[src/rtl/gin_bus_multicast.sv]
// GIN bus segment: captures one tagged packet and broadcasts it to a row of
// multicast controllers, holding it until every matching controller accepts.
`ifndef XID_BITS
`define XID_BITS 5
`endif

module gin_bus_multicast #(
  parameter int NUM_TARGETS = 8,
  parameter int ID_SIZE     = `XID_BITS,
  parameter int DATA_SIZE   = 32
) (
  input  logic                           clk,
  input  logic                           rst,
  input  logic                           in_valid,
  output logic                           in_ready,
  input  logic [ID_SIZE-1:0]             in_tag,
  input  logic [DATA_SIZE-1:0]           in_data,
  input  logic [NUM_TARGETS*ID_SIZE-1:0] target_ids,
  output logic [ID_SIZE-1:0]             bus_tag,
  output logic [DATA_SIZE-1:0]           bus_data,
  output logic [NUM_TARGETS-1:0]         bus_valid,
  input  logic [NUM_TARGETS-1:0]         bus_ready,
  output logic                           busy,
  output logic                           drop_pulse,
  output logic [7:0]                     drop_count
);

  typedef enum logic {
    IDLE = 1'b0,
    HOLD = 1'b1
  } state_t;

  state_t                 state_q, state_d;
  logic [NUM_TARGETS-1:0] pending_q, pending_d;
  logic [ID_SIZE-1:0]     bus_tag_q, bus_tag_d;
  logic [DATA_SIZE-1:0]   bus_data_q, bus_data_d;
  logic                   drop_pulse_q, drop_pulse_d;
  logic [7:0]             drop_count_q, drop_count_d;

  logic [NUM_TARGETS-1:0] match;
  logic                   holding;
  logic                   done;
  logic                   fire;

  always_comb begin
    match = '0;
    for (int i = 0; i < NUM_TARGETS; i++) begin
      match[i] = (target_ids[i*ID_SIZE +: ID_SIZE] == in_tag);
    end
  end

  // done lets a completing HOLD take the next packet in the same cycle
  assign holding  = (state_q == HOLD);
  assign done     = holding && ((pending_q & ~bus_ready) == '0);
  assign in_ready = !holding || done;
  assign fire     = in_valid && in_ready;

  always_comb begin
    state_d      = state_q;
    pending_d    = pending_q;
    bus_tag_d    = bus_tag_q;
    bus_data_d   = bus_data_q;
    drop_pulse_d = 1'b0;
    drop_count_d = drop_count_q;

    if (holding) begin
      pending_d = pending_q & ~bus_ready;
      if (done) begin
        state_d = IDLE;
      end
    end

    if (fire) begin
      if (match != '0) begin
        bus_tag_d  = in_tag;
        bus_data_d = in_data;
        pending_d  = match;
        state_d    = HOLD;
      end else begin
        drop_pulse_d = 1'b1;
        if (drop_count_q != 8'hFF) begin
          drop_count_d = drop_count_q + 8'd1;
        end
      end
    end
  end

  always_ff @(posedge clk or posedge rst) begin
    if (rst) begin
      state_q      <= IDLE;
      pending_q    <= '0;
      bus_tag_q    <= '0;
      bus_data_q   <= '0;
      drop_pulse_q <= 1'b0;
      drop_count_q <= 8'd0;
    end else begin
      state_q      <= state_d;
      pending_q    <= pending_d;
      bus_tag_q    <= bus_tag_d;
      bus_data_q   <= bus_data_d;
      drop_pulse_q <= drop_pulse_d;
      drop_count_q <= drop_count_d;
    end
  end

  assign bus_valid  = holding ? pending_q : '0;
  assign bus_tag    = bus_tag_q;
  assign bus_data   = bus_data_q;
  assign busy       = holding;
  assign drop_pulse = drop_pulse_q;
  assign drop_count = drop_count_q;

endmodule

[config.mk]
export PLATFORM = sky130hd
export DESIGN_NAME = gin_bus_multicast
export DESIGN_NICKNAME = d
export VERILOG_FILES = /design/src/rtl/gin_bus_multicast.sv
export SDC_FILE = /design/constraint.sdc
export NUM_CORES = 1
export LEC_CHECK = 0
export CORE_ASPECT_RATIO = 0.75
export CORE_MARGIN = 3
export CORE_UTILIZATION = 41
export CTS_CLUSTER_DIAMETER = 60
export DETAILED_ROUTE_END_ITERATION = 12
export HOLD_SLACK_MARGIN = 0.12
export PLACE_DENSITY = 0.86
export SYNTH_ARGS = -nofsm -noshare
export SYNTH_HDL_FRONTEND = slang
export SYNTH_SLANG_ARGS = --single-unit
export TNS_END_PERCENT = 1
[constraint.sdc]
create_clock -name clk -period 2.2 [get_ports clk]
set_input_delay 0.44 -clock clk [delete_from_list [all_inputs] [get_ports clk]]
set_output_delay 0.44 -clock clk [all_outputs]
set_load 0.02 [all_outputs]
==> impl_metrics.toml <==
[global_route]
grt_pass1_vias = 2533
grt_pass1_wl_um = 13200
grt_overflow_total = 0
grtUsageTotal = 0.200
grt_antenna_before_repair = 0
grt_max_degree = 31

[routing]
drt-total-wl_um = 9380
vias = 2486
post-route-drc-count = 0
drt_iter0_drc = 98
drt-vias-per-instance = 4.90
drt-wirelength-per-cell_um = 18.5
drtPass1Iterations = 4
final_antenna_net_count = 0

[worst_setup_path]
startpoint_type = "primary input"
crit_required_ns = 2.39
cp.arrival_ns = 2.36
crit_slowest_cell = "clkdlybuf4s50_1"
path_max_fanout = 8
cp.buffers_inverters = 2
crit_chain = "clkdlybuf4s50_1 -> xnor2_1 -> nand3_2 -> nor3_4 -> nor4_4 -> nand2_2 -> and2_4 -> clkbuf_16 -> mux2_4"
cp_top_family = "simple AND/OR/NAND/NOR gates"
endpoint_kind = "flip-flop"
slowest_delay_ns = 0.45
crit_type = "in2reg"

[synth]
async_flop_share = 1.00
synth.lib_cells_used.distinct = 33
synth.largest_area_cell = "dfrtp_1"
ys_top_cells_by_area = "dfrtp_1 (46%), mux2_4 (15%), xnor2_1 (7.4%)"
synthFlopType = "dfrtp_1"
synth_top_area_share = 0.465
syn_avg_cell_area_um2 = 12.8
ys_seq_area_frac = 0.465
netlist_area_um2 = 2960
ys_seq_elements = 55
synth_nets = 321
syn_inst = 232
synth_warnings = 0
synth_edf_count = 0

[sta]
fmax_mhz = 461
finalClockSkew_ns = 0.00630
slew_headroom = 0.610
setup_viol = 0
max_slew.worst_pin.slew_ns = 0.584
min_period_ns = 2.17
whs_ns = 0.463
min_period_over_period = 0.987
slew_viol_final = 0
hold_viol_final = 0

[placed_design]
hpwl_um = 6590
dpl.cell_count = 490
io_buffers = 143
postPlaceCellArea_um2 = 4720
gp_congestion = 0.783

[pwr]
power_mw = 5.04
power_density_nw_per_um2 = 976
pwr-share-clk = 0.113
p_seq_frac = 0.355
intPower_mw = 3.21
worst_ir_drop_vdd_mv = 0.474
comb_power_share = 0.532
sw_frac_of_total = 0.362
p_leak_nw = 2.24
power.switching_mw = 1.82

[cells_and_area]
layout.cells.non_filler = 507
fin_area_um2 = 5160
nFillCells = 451
drive_above_1_share = 0.296
diodes = 0
area_delta_synth_final_pct = 74.2
final_nets = 497

[clocking]
ctsHoldBuffers = 0
cts_buffers = 5
clock-sinks = 55
cts.reportedPaths.clkPinSlew_ns = 0.10
clock-root-buffer = "clkbuf_8"
insertion_delay_ns = 0.30
cts_tree = "built"
htreeDepth = 2
clock_path_buffers = 2

[floorplanning]
core_um2 = 6900
die_w_um = 104
die_h_um = 79.6
start_util = 0.429
row_count = 26
die_area_um2 = 8290
ios = 144

[worst_hold_path]
hold_class = "in2reg"

[status]
status = "finished clean"

[run]
maxCapViolations = 0
[path summary, 6_finish.rpt]
check / start / slack (ns) / depth (start not counted) / endpoint
max in group asynchronous: rst / 1.13 / 3 / bus_data[6]$_DFFE_PP0P_
min reg2reg: drop_count[5]$_DFFE_PP0P_ / 0.50 / 1 / drop_count[5]$_DFFE_PP0P_
max: target_ids[39] / 0.03 / 9 / bus_data[5]$_DFFE_PP0P_
min: in_tag[2] / 0.46 / 2 / bus_tag[2]$_DFFE_PP0P_
max reg2reg: pending_q[7]$_DFF_PP0_ / 0.14 / 7 / bus_data[5]$_DFFE_PP0P_
min in group asynchronous: rst / 0.51 / 2 / bus_data[11]$_DFFE_PP0P_
[final cells by class]
class	instances	area, um2	area share
Timing Repair Buffer	182	1880	0.364
Clock buffer	6	72.6	0.0141
Tap cell	98	123	0.0238
Inverter	7	26.3	0.00509
Clock inverter	2	16.3	0.00315
Sequential cell	55	1380	0.267
Multi-Input combinational cell	157	1670	0.323
[cells in the mapped netlist (3+ instances only)]
cell and count:
dfrtp_1 55, mux2_4 30, xnor2_1 25, xor2_1 21, nand2_1 13, and2_1 9
a32o_1 8, mux2_2 8, nor3_1 8, and3_1 7, inv_1 7, nand3_1 7
buf_6 6, clkbuf_1 3, nand2b_1 3
[placed cells by master, fill, tap and decap left out, types with 2 or more instances in the layout]
cell / count
and2_1: 8
nand3_2: 2
xor2_1: 12
nor3_2: 2
nor3_4: 6
buf_6: 4
clkbuf_2: 2
nand2b_4: 3
buf_12: 6
and2_4: 2
dlygate4sd2_1: 2
xor2_4: 2
clkbuf_16: 2
nand3_1: 7
inv_1: 6
xnor2_1: 24
and3_1: 6
mux2_4: 30
mux2_2: 8
o22ai_1: 2
nand2_1: 13
xor2_2: 7
buf_4: 26
dlymetal6s2s_1: 8
clkdlybuf4s50_1: 129
clkbuf_8: 5
nor4_4: 2
dfrtp_1: 54
a32o_1: 8
[power by group through the flow]
stage | logic [mW] | registers, mW | clock network [mW]
finish | 2.68 | 1.79 | 0.569
global route | 2.80 | 1.85 | 0.625
CTS | 2.61 | 1.78 | 0.580
detailed placement | 2.58 | 1.79 | 0
global placement | 2.52 | 1.78 | 0
floorplan | 0.875 | 2.23 | 0
[what timing repair did]
action	in CTS	in global routing
pin swaps	5	17
gates cloned	1	2
gates resized for setup	19	38
setup endpoints to repair	57	46
setup buffers	3	3
[routing by layer]
metal / global-route usage / part of all wire / vias up
met4: 0.0385 / 0.014 / 0
met5: 0 / 0 / -
met3: 0.0493 / 0.056 / 12
li1: - / - / 1137
met2: 0.335 / 0.51 / 114
met1: 0.268 / 0.42 / 1223
[kinds of logic after synthesis]
kind of cell | count (synthesis) | share of synthesized area
flip-flops | 55 | 0.465
AND/OR/NAND/NOR | 58 | 0.113
adder cells (fa/ha/maj) | 1 | 0.00423
multiplexers | 38 | 0.183
XOR/XNOR | 46 | 0.136
AO/OA/AOI/OAI | 14 | 0.0431
buffers and inverters | 20 | 0.0558
[stage by stage]
stage | utilization | setup slack [ns] | setup TNS [ns]
after floorplan | - | -0.0277 | -0.487
after global placement | 0.684 | -0.548 | -26.26
after detailed placement | 0.684 | -0.575 | -27.07
after CTS | 0.710 | -0.00404 | -0.00404
after global routing | 0.748 | -0.0609 | -1.32
final | 0.748 | 0.0291 | 0
[registers in the layout, summed over array words and instances (netlist names)]
signal and count:
pending_q 8, busy 1, drop_pulse 1, drop_count 8, bus_data 32, bus_tag 5
Note: power is estimated with default switching activity, not from simulation.
